===== config.mk =====
export PLATFORM = sky130hd
export DESIGN_NAME = conv_seq_ctrl
export DESIGN_NICKNAME = d
export VERILOG_FILES = /design/src/rtl/conv_seq_ctrl.sv
export SDC_FILE = /design/constraint.sdc
export NUM_CORES = 1
export LEC_CHECK = 0
export ABC_AREA = 1
export CAP_MARGIN = 20
export CELL_PAD_IN_SITES_DETAIL_PLACEMENT = 0
export CELL_PAD_IN_SITES_GLOBAL_PLACEMENT = 1
export CORE_MARGIN = 2
export CORE_UTILIZATION = 34
export CTS_BUF_LIST = sky130_fd_sc_hd__clkbuf_16
export DETAILED_ROUTE_END_ITERATION = 7
export GPL_TIMING_DRIVEN = 0
export PLACE_DENSITY_LB_ADDON = 0.1
export SETUP_SLACK_MARGIN = 0.2
export SLEW_MARGIN = 25
export SYNTH_ARGS = -nofsm -noshare
export SYNTH_HDL_FRONTEND = slang
export SYNTH_SLANG_ARGS = --single-unit

===== constraint.sdc =====
create_clock -name i_clk -period 7 [get_ports i_clk]
set_input_delay 0.7 -clock i_clk [delete_from_list [all_inputs] [get_ports i_clk]]
set_output_delay 0.7 -clock i_clk [all_outputs]
set_load 0.01 [all_outputs]

===== src/rtl/conv_seq_ctrl.sv =====
// conv_seq_ctrl: sequences weight load, padded feature-map streaming and result capture for one conv pass.
// Optional drain timeout with o_err is enabled by defining CONV_SEQ_CTRL_TIMEOUT_EN.
module conv_seq_ctrl #(
  parameter int KERNEL_SIZE = 3,
  parameter int FM_SIZE = 4,
  parameter int PADDING = 0,
  parameter int STRIDE = 1,
  parameter int DATA_W = 30,
  parameter int WEIGHT_W = 18,
  parameter int RES_W = 48,
  localparam int KK = KERNEL_SIZE * KERNEL_SIZE,
  localparam int NN = FM_SIZE * FM_SIZE,
  localparam int PN = FM_SIZE + 2 * PADDING,
  localparam int OUT = (FM_SIZE - KERNEL_SIZE + 2 * PADDING) / STRIDE + 1,
  localparam int NRES = OUT * OUT,
  localparam int WA_W = KK > 1 ? $clog2(KK) : 1,
  localparam int FA_W = NN > 1 ? $clog2(NN) : 1,
  localparam int RA_W = NRES > 1 ? $clog2(NRES) : 1
) (
  input  logic                     i_clk,
  input  logic                     i_rst,
  input  logic                     i_go,
  output logic                     o_busy,
  output logic                     o_done,
  output logic                     o_err,
  output logic [WA_W-1:0]          o_w_addr,
  input  logic [WEIGHT_W-1:0]      i_w_data,
  output logic [FA_W-1:0]          o_fm_addr,
  output logic                     o_fm_rd,
  input  logic [DATA_W-1:0]        i_fm_data,
  output logic [KK*WEIGHT_W-1:0]   o_weight,
  output logic [DATA_W-1:0]        o_pe_data,
  output logic                     o_pe_en,
  input  logic                     i_res_en,
  input  logic [RES_W-1:0]         i_res_data,
  output logic [RA_W-1:0]          o_res_addr,
  output logic                     o_res_wr,
  output logic [RES_W-1:0]         o_res_data
);
  localparam int WC_W = $clog2(KK + 1);
  localparam int RC_W = PN > 1 ? $clog2(PN) : 1;
  localparam int CNT_W = $clog2(NRES + 1);
  typedef enum logic [2:0] {IDLE, LOAD_W, STREAM, DRAIN, DONE} state_t;
  state_t state;
  logic [WC_W-1:0] w_cnt;
  logic [RC_W-1:0] r, c;
  logic [CNT_W-1:0] res_cnt;
  logic pad_q, last_pos, p_in;
  logic [DATA_W-1:0] last_q;
  logic [FA_W-1:0] p_addr;
  int pr, pc, ir, ic;
`ifdef CONV_SEQ_CTRL_TIMEOUT_EN
  logic [15:0] idle_cnt;
`else
  assign o_err = 1'b0;
`endif
  // next raster position to issue: (0,0) when entering STREAM, else the successor of (r,c)
  always_comb begin
    last_pos = int'(r) == PN - 1 && int'(c) == PN - 1;
    pc = state == STREAM ? (int'(c) == PN - 1 ? 0 : int'(c) + 1) : 0;
    pr = state == STREAM ? (int'(c) == PN - 1 ? int'(r) + 1 : int'(r)) : 0;
    ir = pr - PADDING;
    ic = pc - PADDING;
    p_in = ir >= 0 && ir < FM_SIZE && ic >= 0 && ic < FM_SIZE;
    p_addr = FA_W'(ir * FM_SIZE + ic);
  end
  // read data returns one cycle after issue, so the sample is muxed straight from memory
  assign o_pe_data = o_pe_en ? (pad_q ? '0 : i_fm_data) : last_q;
  always_ff @(posedge i_clk) begin
    if (i_rst) begin
      state <= IDLE;
      w_cnt <= '0;
      r <= '0;
      c <= '0;
      res_cnt <= '0;
      pad_q <= 1'b0;
      last_q <= '0;
      o_busy <= 1'b0;
      o_done <= 1'b0;
      o_w_addr <= '0;
      o_fm_addr <= '0;
      o_fm_rd <= 1'b0;
      o_weight <= '0;
      o_pe_en <= 1'b0;
      o_res_addr <= '0;
      o_res_wr <= 1'b0;
      o_res_data <= '0;
`ifdef CONV_SEQ_CTRL_TIMEOUT_EN
      idle_cnt <= '0;
      o_err <= 1'b0;
`endif
    end else begin
      o_done <= 1'b0;
      o_pe_en <= state == STREAM;
      pad_q <= !o_fm_rd;
      if (o_pe_en) last_q <= o_pe_data;
      o_res_wr <= 1'b0;
      if ((state == STREAM || state == DRAIN) && i_res_en && int'(res_cnt) < NRES) begin
        o_res_wr <= 1'b1;
        o_res_addr <= RA_W'(res_cnt);
        o_res_data <= i_res_data;
        res_cnt <= res_cnt + 1'b1;
      end
      case (state)
        IDLE: if (i_go) begin
          state <= LOAD_W;
          o_busy <= 1'b1;
          w_cnt <= '0;
          o_w_addr <= '0;
          res_cnt <= '0;
`ifdef CONV_SEQ_CTRL_TIMEOUT_EN
          idle_cnt <= '0;
          o_err <= 1'b0;
`endif
        end
        LOAD_W: begin
          w_cnt <= w_cnt + 1'b1;
          if (int'(w_cnt) < KK - 1) o_w_addr <= o_w_addr + 1'b1;
          if (w_cnt != '0) o_weight[(int'(w_cnt) - 1) * WEIGHT_W +: WEIGHT_W] <= i_w_data;
          if (int'(w_cnt) == KK) begin
            state <= STREAM;
            r <= '0;
            c <= '0;
            o_fm_rd <= p_in;
            if (p_in) o_fm_addr <= p_addr;
          end
        end
        STREAM: if (last_pos) begin
          state <= DRAIN;
          o_fm_rd <= 1'b0;
        end else begin
          r <= RC_W'(pr);
          c <= RC_W'(pc);
          o_fm_rd <= p_in;
          if (p_in) o_fm_addr <= p_addr;
        end
        DRAIN: begin
          if (int'(res_cnt) == NRES) state <= DONE;
`ifdef CONV_SEQ_CTRL_TIMEOUT_EN
          else if (!i_res_en && idle_cnt == 16'd1022) begin
            state <= DONE;
            o_err <= 1'b1;
          end
          idle_cnt <= i_res_en ? '0 : idle_cnt + 1'b1;
`endif
        end
        DONE: begin
          state <= IDLE;
          o_busy <= 1'b0;
          o_done <= 1'b1;
        end
        default: state <= IDLE;
      endcase
    end
  end
endmodule


* Word level (Yosys, flattened, before mapping)
Index checks and enable logic that the tools add are counted.
** Word-level totals
- Flip-flop bits (word level) :: 270
- Bits of input ports :: 100
- Output and inout bits :: 256
** Operators by class
- $add $sub $neg :: 8
- Multipliers :: 1
- Order comparisons :: 6
- Equal/unequal tests :: 14
- Shift-type cells :: 2
- Muxes and demuxes :: 35
- Reduce and logical (&&, ||, !) cells :: 20
** Operators with widths (number)
- $bwmux W162 :: 1
- $shift A18 B33 Y162 const A :: 1
- $shiftx A18 B33 Y162 :: 1
- $mux W30 :: 2
- $mux W3 :: 11
- $neg A11 Y33 :: 1
- $pmux W4 S2 :: 3
- $mux W4 :: 5
- $pmux W3 S4 :: 1
- $mul A5 B5 Y10 const B :: 1
- $ne A2 B2 Y1 const B :: 5
- $lt A3 B3 Y1 const B :: 3
- $add A4 B1 Y4 const B :: 2
- $pmux W2 S2 :: 2
- $reduce_and A2 Y1 :: 4
- $add A2 B1 Y3 const B :: 2
- $eq A3 B2 Y1 const B :: 2
- $eq A3 B3 Y1 const B :: 2
- $ge A3 B1 Y1 const B :: 2
- $logic_and A1 B1 Y1 :: 6
- $mux W2 :: 3
- $reduce_and A3 Y1 :: 2
- $reduce_bool A2 Y1 :: 3
- $mux W1 :: 5
- other kinds (14) :: 16

* Depth between registers and ports, before layout
Gate-level depths: netlist of run 1.
- Word-level depth :: 10
- Gate-level depth with buffers :: 36
- Depth with buffers taken out :: 33

* Worst setup path after synthesis of run 1
No wires, ideal clock.
- Path kind :: flip-flop to flip-flop
- Start point :: reg w_cnt[0]
- End point :: reg o_weight[156]
- Library setup time :: 0.113 ns
- Data arrival time :: 4.999 ns
- Data required time :: 6.887 ns
- Slack :: 1.888 ns
- Stages on the path, launching flop included :: 34
- Path buffers :: 3
- Period minus slack after synthesis :: 5.112 ns
- Cells stage by stage :: dfxtp_1 -> buf_2 -> inv_1 -> clkbuf_1 -> clkbuf_1 -> ha_1 -> nand3_2 -> inv_2 -> nor2_1 -> nor2_1 -> ha_1 -> inv_1 -> fa_1 -> inv_2 -> nor2_1 -> nand4_2 -> nor2_4 -> nand2_1 -> ha_1 -> nor2_1 -> and2_0 -> nand4_1 -> nor2_1 -> nand3_1 -> nand2_1 -> nand3_1 -> nor2_4 -> nand3_2 -> inv_2 -> nand2_2 -> o21ai_4 -> nand3_2 -> nor2_1 -> nor2_1
** On the way
- Word-level cells in the longest chain between the ends :: 5
- Elaborated cells between the ends (all ways) :: 8
** RTL lines
- start: declaration :: RTL line 45 : logic [WC_W-1:0] w_cnt;
- start signal: assignment :: RTL line 117 : w_cnt <= w_cnt + 1'b1;
- $sub A4 B1 Y5 :: RTL line 119 : if (w_cnt != '0) o_weight[(int'(w_cnt) - 1) * WEIGHT_W +: WEIGHT_W] <= i_w_data;
- $mul A5 B5 Y10 :: RTL line 119
- $neg A11 Y33 :: RTL line 119
- $shiftx A18 B33 Y162 or $shift A18 B33 Y162 (tied branches) :: RTL line 119
- $bwmux W162 :: RTL line 119
- end signal: indexed assignment :: RTL line 119
- end: declaration :: RTL line 31 : output logic [KK*WEIGHT_W-1:0] o_weight,
Several ways; a longest one is shown, not always the timed one.
A chain may end at the register's enable or synchronous reset.

* Final worst setup path of run 1
- Start point :: reg w_cnt[0]
- End point :: reg o_weight[11]
Same word-level chain as after synthesis.

==> results of run 1 <==
[cells in the final DEF (no fill, tap or decap), types with 31 or more instances in the layout]
master and n:
clkdlybuf4s50_1 353, clkbuf_16 31, inv_1 308, clkbuf_1 72
o21ai_0 172, nand2_1 510, nand4_1 32, a21oi_1 127
nand3_1 140, dfxtp_1 266, o22ai_1 41, nor2_1 455
[kinds of logic (layout without fill, tap and decap cells)]
kind of cell,after synthesis,after routing,share of synthesized area [%]
XOR/XNOR,5,5,0.3538
other,1,1,0.02586
adder cells (fa/ha/maj),21,21,1.863
AND/OR/NAND/NOR,1211,1211,34.63
AO/OA/AOI/OAI,403,403,15.05
flip-flops,266,266,36.71
buffers and inverters,432,838,11.36
[repair_timing]
item,4_1_cts,5_1_grt
resized for setup,1,15
endpoints found under the hold margin,0,0
setup endpoints to repair,18,153
[per-layer routing]
layer | vias up | part of all wire, % | wire (um)
li1 | 8186 | - | -
met1 | 7809 | 44 | 30070
met2 | 634 | 45 | 30730
met3 | 110 | 7.6 | 5162
met4 | 0 | 3.5 | 2403
met5 | - | 0 | 0
[area by class of cell]
| type | instances | share of cell area (%) |
|---|---|---|
| multi-input combinational | 1641 | 38.42 |
| sequential | 266 | 27.00 |
| timing repair buffer | 353 | 17.91 |
| inverter | 327 | 6.236 |
| clock buffer | 31 | 3.933 |
| tap | 539 | 3.419 |
| buffer | 105 | 2.163 |
| clock inverter | 22 | 0.9135 |
[sequential cells by signal, indices dropped and copies added, names as in the netlist]
name,count
c,1
o_w_addr,4
last_q,30
o_res_data,48
res_cnt,3
o_res_addr,2
o_fm_addr,2
o_res_wr,1
o_busy,1
o_weight,162
o_fm_rd,1
pad_q,1
w_cnt,4
state,3
o_done,1
o_pe_en,1
r,1
[power by group through the flow]
stage	combinational [mW]	sequential [mW]	clock, mW
floorplan	4.51	1.80	0
finish	8.16	1.73	1.56
CTS	7.83	1.73	1.59
global placement	7.80	1.75	0
global route	8.61	1.74	1.65
detailed placement	7.80	1.76	0
[final timing paths]
kind                   to         start  depth (start not counted)  slack [ps]
max          o_weight[11]      w_cnt[0]                         33         590
min          o_weight[89]  o_weight[89]                          2         450
max reg2reg  o_weight[11]      w_cnt[0]                         33         590
min reg2reg  o_weight[89]  o_weight[89]                          2         450
[worst max-delay path, delay by kind of cell (launching register included)]
family | cells | cell delay [ps]
flip-flops | 1 | 330
AND/OR/NAND/NOR | 20 | 2660
adder cells (fa/ha/maj) | 4 | 1370
AO/OA/AOI/OAI | 2 | 710
buffers and inverters | 7 | 1210
==> flow_summary.toml, run 1 <==
[status]
outcome = "completed"

[power]
power.clock.fraction_pct = 13.6
combPwrFrac_pct = 71.3
pwr-share-seq_pct = 15.1
power_mw = 11.45
power.net_switching_mw = 7.116
swShare_pct = 62.16
p_int_mw = 4.331
power_density_nw_per_um2 = 580.4
p_leak_nw = 8.367
ir_worst_vdd_mv = 0.3370

[yosys]
yosys_warnings = 0
synthDistinctLibCells = 54
syn-num-nets = 2460
synth_top_area_share_pct = 36.71
yosysMostFrequentCell = "nand2_1"
async_flop_share_pct = 0
synth_top_area_cell = "dfxtp_1"
synthTopCellsByCount = "nand2_1, nor2_1, inv_1"
synthFlopType = "dfxtp_1"
synth_area_um2 = 14500
synthTopCellsByArea = "dfxtp_1, nand2_1, nor2_1"
syn_inst = 2339
syn_avg_cell_area_um2 = 6.201
synth_edf_count = 0
ys_ff_latch = 266
yosysSeqAreaShare_pct = 36.71

[worst_hold_path]
hold_class = "flip-flop to flip-flop"

[floorplanning]
ios = 356
rows = 75
fp.dieArea_um2 = 44330
die_y_um = 210.5
dieWidth_um = 210.5
core_um2 = 42040
initial_core_util_pct = 34.50

[clock_network]
cts.htree.levels = 1
cts.sinks = 266
cts_setup_buffers = 0
cts.path.max_buffers = 3
numCtsBuffers = 30
clkLatencyLatePin_ps = 580
clk_pin_slew_worst_paths_ps = 60
cts_hold_buf = 0
cts_tree = "done"
clock-root-buffer = "clkbuf_16"

[cells_and_area]
final_util_pct = 46.92
layout.nets = 2845
area_delta_synth_final_pct = 35.99
layout-drive-gt1-share_pct = 4.554
stdcell_count = 3284
stdcell_area_um2 = 19720
multi_input_comb_area_um2 = 7579
fillers = 4515
register_area_um2 = 5325
num_antenna_cells = 0

[worst_setup_path]
start_kind = "flip-flop"
critPathCaptureType = "flip-flop"
cp_max_fo = 11
slowest_delay_ps = 610
slowest_stage = "fa_1"
critPathKind = "flip-flop to flip-flop"
critical_path_required_ps = 7470
crit_top_cell = "nor2_1"
worstPathArrival_ps = 6870

[timing]
worst_hold_slack_ps = 450.7
fin_ws_ps = 593.9
fmax_mhz = 156.1
maxSlewViolCount = 0
setup-tns-final_ps = 0
fin_crit_sh_pct = 91.52
setup_violations = 0
hold_viol_final = 0
worst_slew_pin_slew_ps = 1073
skew_ps = 9.951
rsz0062_at_grt = "yes"
fin_crit_ps = 6406
slew_headroom_pct = 27.68

[drt]
wl_per_cell_um = 20.82
first_iter_violations = 1469
firstDrtPassIters = 5
ant_nets = 0
vias = 16740
via_per_inst = 5.097
remaining_drc_errors = 0
routed_wl_um = 68360

[placement]
gp_congestion = 0.9883
pre_cts_slack_ps = 45.58
dpl.hpwl_um = 54300
io_buffer_count = 353
place_area_um2 = 18710
dp.cells = 3231

[grt]
grt_max_degree = 15
grt_busiest_layer = "met2"
antenna_found_initial = 1
grt_util_met3_pct = 5.915
met2_usage_pct = 48.16
grt_pass1_vias = 15900
grt_pass1_wl_um = 99330
use_met1_pct = 40.06
track_usage_pct = 29.84
overflow = 0

[run]
cap_violations = 0
No activity file was read; power rests on OpenSTA's default activity.
==> run 2, diff against run 1 <==
--- a/config.mk
+++ b/config.mk
@@ -9,6 +9,7 @@
 export CAP_MARGIN = 20
 export CELL_PAD_IN_SITES_DETAIL_PLACEMENT = 0
 export CELL_PAD_IN_SITES_GLOBAL_PLACEMENT = 1
+export CORE_ASPECT_RATIO = 2
 export CORE_MARGIN = 2
 export CORE_UTILIZATION = 34
 export CTS_BUF_LIST = sky130_fd_sc_hd__clkbuf_16
==> constraint.sdc (replaced) <==
create_clock -name i_clk -period 7.1 [get_ports i_clk]
set_input_delay 0.71 -clock i_clk [delete_from_list [all_inputs] [get_ports i_clk]]
set_output_delay 0.71 -clock i_clk [all_outputs]
set_load 0.01 [all_outputs]
==> run 2 against run 1 <==
Effect of this change: fmax fell by 0.69%; combinational power down 5.3%; count of clock-buffer cells in the layout down 5; critical path type unchanged; largest cell class unchanged.
==> flow_summary.toml, run 2 (synthesis gave the netlist of run 1 again) <==
[worst_setup_path]
critPathBufInv = 7
slowest_stage = "fa_1"
worstPathArrival_ps = 6920
rrSetupSlack_ps = 650
critPathCaptureType = "flip-flop"
r2r-start = "w_cnt[0]"
rr_endpoint = "o_weight[75]"
cp_max_fo = 11
start_kind = "flip-flop"
critical_path_required_ps = 7570
crit_top_cell = "nor2_1"
slowest_delay_ps = 590
crit_cells = 33
critPathKind = "flip-flop to flip-flop"
path_delay_family = "simple AND/OR/NAND/NOR gates"
reg2regPathDepth = 33
endpoint = "o_weight[75]"
crit_path_start = "w_cnt[0]"

[clock_network]
numCtsBuffers = 26
cts_tree = "done"
cts.path.max_buffers = 3
clk_pin_slew_worst_paths_ps = 60
cts.htree.levels = 1
cts.sinks = 266
cts_hold_buf = 0
clock-root-buffer = "clkbuf_16"
clkLatencyLatePin_ps = 580
cts_setup_buffers = 0

[grt]
grt_pass1_vias = 15730
track_usage_pct = 30.29
overflow = 0
grt_busiest_layer = "met2"
use_met1_pct = 38.11
grt_util_met3_pct = 5.831
grt_max_degree = 15
antenna_found_initial = 0
grt_pass1_wl_um = 100400
met2_usage_pct = 49.28

[timing]
fin_crit_sh_pct = 90.86
fin_ws_ps = 649.2
worst_hold_slack_ps = 444.6
maxSlewViolCount = 0
setup_violations = 0
fin_crit_ps = 6451
skew_ps = 23.55
slew_headroom_pct = 31.54
fmax_mhz = 155.0
worst_slew_pin_slew_ps = 1016
rsz0062_at_grt = "no"
hold_viol_final = 0
setup-tns-final_ps = 0

[power]
swShare_pct = 62.10
ir_worst_vdd_mv = 0.4548
power_mw = 10.80
power.net_switching_mw = 6.704
pwr-share-seq_pct = 15.7
power_density_nw_per_um2 = 552.3
combPwrFrac_pct = 71.6
power.clock.fraction_pct = 12.7
p_leak_nw = 8.271
p_int_mw = 4.092

[placement]
place_area_um2 = 18720
gp_congestion = 1.010
dpl.hpwl_um = 53800
dp.cells = 3237
pre_cts_slack_ps = 136.1
io_buffer_count = 353

[cells_and_area]
stdcell_area_um2 = 19550
final_util_pct = 46.21
top_register = "o_weight"
area_delta_synth_final_pct = 34.79
largest_reg_flops = 162
num_antenna_cells = 0
stdcell_count = 3284
layout-drive-gt1-share_pct = 4.016
layout.nets = 2841
final_cell_mix = "nand2_1, nor2_1, clkdlybuf4s50_1"
reg_top3 = "o_weight (162), o_res_data (48), last_q (30)"
final_common_cell = "nand2_1"

[floorplanning]
fp.dieArea_um2 = 44430
initial_core_util_pct = 34.28
die_y_um = 296.1
rows = 107
core_um2 = 42310
dieWidth_um = 150.0
ios = 356

[drt]
routed_wl_um = 68630
first_iter_violations = 1171
via_per_inst = 5.024
ant_nets = 0
vias = 16500
wl_per_cell_um = 20.90
remaining_drc_errors = 0
firstDrtPassIters = 5

[run]
cap_violations = 0

[status]
outcome = "completed"

[worst_hold_path]
worstHoldStart = "o_weight[146]"
hold_class = "flip-flop to flip-flop"
-- run 2: cell type report --
type / instances / area [um2]
fill: 4608 / 22760
clock inverter: 21 / 152.6
inverter: 327 / 1227
sequential: 266 / 5325
multi-input combinational: 1641 / 7555
timing repair buffer: 353 / 3533
clock buffer: 26 / 650.6
tap: 545 / 681.9
buffer: 105 / 424.2
-- run 2: power groups by stage --
stage / combinational, mW / clock (mW) / sequential, mW
4_1_cts: 7.49 / 1.41 / 1.70
3_5_place_dp: 7.46 / 0 / 1.73
6_report: 7.73 / 1.37 / 1.70
2_1_floorplan: 4.45 / 0 / 1.77
3_3_place_gp: 7.51 / 0 / 1.73
5_1_grt: 8.25 / 1.47 / 1.71
-- run 2: worst min-delay path, stage by stage, from the launching register on --
cell	delay [ps]
dfxtp_1	310
inv_1	40
a21oi_1	50
-- run 2: timing repair --
action / 4_1_cts / 5_1_grt
resized for setup: 1 / 6
endpoints found under the hold margin: 0 / 0
endpoints found under the setup margin: 8 / 104
cloned: 0 / 0
-- run 2: layer usage --
metal,part of all wire [%],vias to the layer above,wire length [um]
li1,-,8181,-
met1,41,7483,28050
met2,46,662,31500
met3,7.4,172,5078
met4,5.8,0,4007
met5,0,-,0
-- run 2: worst min-delay path by stage --
stage,end,slack (ps),cells after the start
3_5_place_dp,o_weight[146],440,2
3_3_place_gp,o_weight[146],430,2
2_1_floorplan,res_cnt[2],440,2
5_1_grt,o_weight[51],470,2
4_1_cts,o_weight[146],450,2
6_report,o_weight[146],440,2
==> run 3, diff against run 2 <==
--- a/config.mk
+++ b/config.mk
@@ -15,6 +15,7 @@
 export CTS_BUF_LIST = sky130_fd_sc_hd__clkbuf_16
 export DETAILED_ROUTE_END_ITERATION = 7
 export GPL_TIMING_DRIVEN = 0
+export MAX_ROUTING_LAYER = met4
 export PLACE_DENSITY_LB_ADDON = 0.1
 export SETUP_SLACK_MARGIN = 0.2
 export SLEW_MARGIN = 25
==> run 3 against run 2 <==
Effect of this change: combinational power about the same; critical path depth down 1; routed wire length increased by 0.54%; largest power group unchanged; worst setup slack improved by 120 ps; cell count is the same; via count fell by 0.10%; count of clock-buffer cells in the layout is the same; fmax increased by 1.9%; hold slack improved by 8.4 ps; sequential power barely moved.
==> flow_summary.toml, run 3 (synthesis gave the netlist of run 1 again) <==
[status]
outcome = "completed"

[grt]
grt_pass1_vias = 15680
grt_pass1_wl_um = 100800
antenna_found_initial = 0
grt_max_degree = 15
overflow = 0
track_usage_pct = 31.27

[cells_and_area]
reg_top3 = "o_weight (162), o_res_data (48), last_q (30)"
fillers = 4567
final_common_cell = "nand2_1"
area_delta_synth_final_pct = 34.76
final_util_pct = 46.20
final_cell_mix = "nand2_1, nor2_1, clkdlybuf4s50_1"
layout.nets = 2841
layout-drive-gt1-share_pct = 4.308
largest_reg_flops = 162
top_register = "o_weight"
num_antenna_cells = 0
stdcell_count = 3284
stdcell_area_um2 = 19550

[timing]
hold_viol_final = 0
setup-tns-final_ps = 0
setup_violations = 0
rsz0062_at_grt = "no"
worst_hold_slack_ps = 453.0
fmax_mhz = 158.0
skew_ps = 20.42
slew_headroom_pct = 26.79
fin_crit_sh_pct = 89.16
fin_ws_ps = 769.6
maxSlewViolCount = 0
fin_crit_ps = 6330
worst_slew_pin_slew_ps = 1090

[worst_setup_path]
worstPathArrival_ps = 6840
slowest_stage = "fa_1"
critical_path_required_ps = 7610
slowest_delay_ps = 590
cp_max_fo = 11
start_kind = "flip-flop"
rrSetupSlack_ps = 770
critPathKind = "flip-flop to flip-flop"
critPathCaptureType = "flip-flop"
reg2regPathDepth = 32

[floorplanning]
ios = 356
die_y_um = 296.1
dieWidth_um = 150.0
fp.dieArea_um2 = 44430
initial_core_util_pct = 34.28
rows = 107
core_um2 = 42310

[worst_hold_path]
hold_class = "flip-flop to flip-flop"
min_delay_path_depth = 2

[drt]
first_iter_violations = 1152
remaining_drc_errors = 0
routed_wl_um = 69000
ant_nets = 0
firstDrtPassIters = 6
vias = 16480
wl_per_cell_um = 21.01
via_per_inst = 5.019

[clock_network]
clk_pin_slew_worst_paths_ps = 70
cts_setup_buffers = 0
cts_hold_buf = 0
cts_resized = 2
clock-root-buffer = "clkbuf_16"
cts.sinks = 266
cts_tree = "done"
numCtsBuffers = 26
cts.path.max_buffers = 3
clkLatencyLatePin_ps = 590
cts.htree.levels = 1

[power]
power_mw = 10.82
power_density_nw_per_um2 = 553.4
ir_worst_vdd_mv = 0.4530
p_leak_nw = 8.268

[placement]
place_area_um2 = 18720
gp_congestion = 1.027
pre_cts_slack_ps = 160.3
dp.cells = 3237
io_buffer_count = 353
dpl.hpwl_um = 53670

[run]
cap_violations = 0
==> run 3: cell count changes in the layout (fill, tap and decap cells not counted), sizes merged <==
cell | before | now
buf | 30 | 31
bufinv | 2 | 1
clkbuf | 101 | 100
clkinv | 17 | 21
clkinvlp | 1 | 0
inv | 328 | 326
==> run 3: final cells by class <==
type | instances | area (um2) | share of cell area (%)
well taps | 545 | 681.9 | 3.489
flip-flops and latches | 266 | 5325 | 27.25
repair buffers | 353 | 3533 | 18.08
clock buffers | 26 | 650.6 | 3.329
clock inverters | 21 | 138.9 | 0.7106
plain buffers | 105 | 424.2 | 2.170
inverters | 327 | 1227 | 6.280
multi-input cells | 1641 | 7564 | 38.70
==> run 3: final timing paths <==
check	startpoint	end
worst max-delay path	w_cnt[0]	o_weight[26]
worst min register to register	o_weight[50]	o_weight[50]
worst min-delay path	o_weight[50]	o_weight[50]
worst max register to register	w_cnt[0]	o_weight[26]
==> run 3: report_power, final <==
part / total, mW / switching (mW) / internal, mW
clock network: 1.36 / 0.657 / 0.705
registers: 1.70 / 0.0746 / 1.62
logic: 7.76 / 6.02 / 1.74
==> run 3: critical path: cells and delay by family, from the launching register on <==
| family | cells | cell delay [ps] |
|---|---|---|
| buffers and inverters | 7 | 1170 |
| AO/OA/AOI/OAI | 1 | 360 |
| flip-flops | 1 | 330 |
| adder cells (fa/ha/maj) | 4 | 1370 |
| AND/OR/NAND/NOR | 20 | 3010 |
==> run 3: routing by layer <==
metal | share of wire [%] | up-vias | global-route usage (%)
met4 | 5.2 | 0 | 13.55
met2 | 46 | 667 | 49.64
met5 | 0 | - | -
li1 | - | 8180 | -
met3 | 7.4 | 164 | 6.123
met1 | 41 | 7470 | 38.44
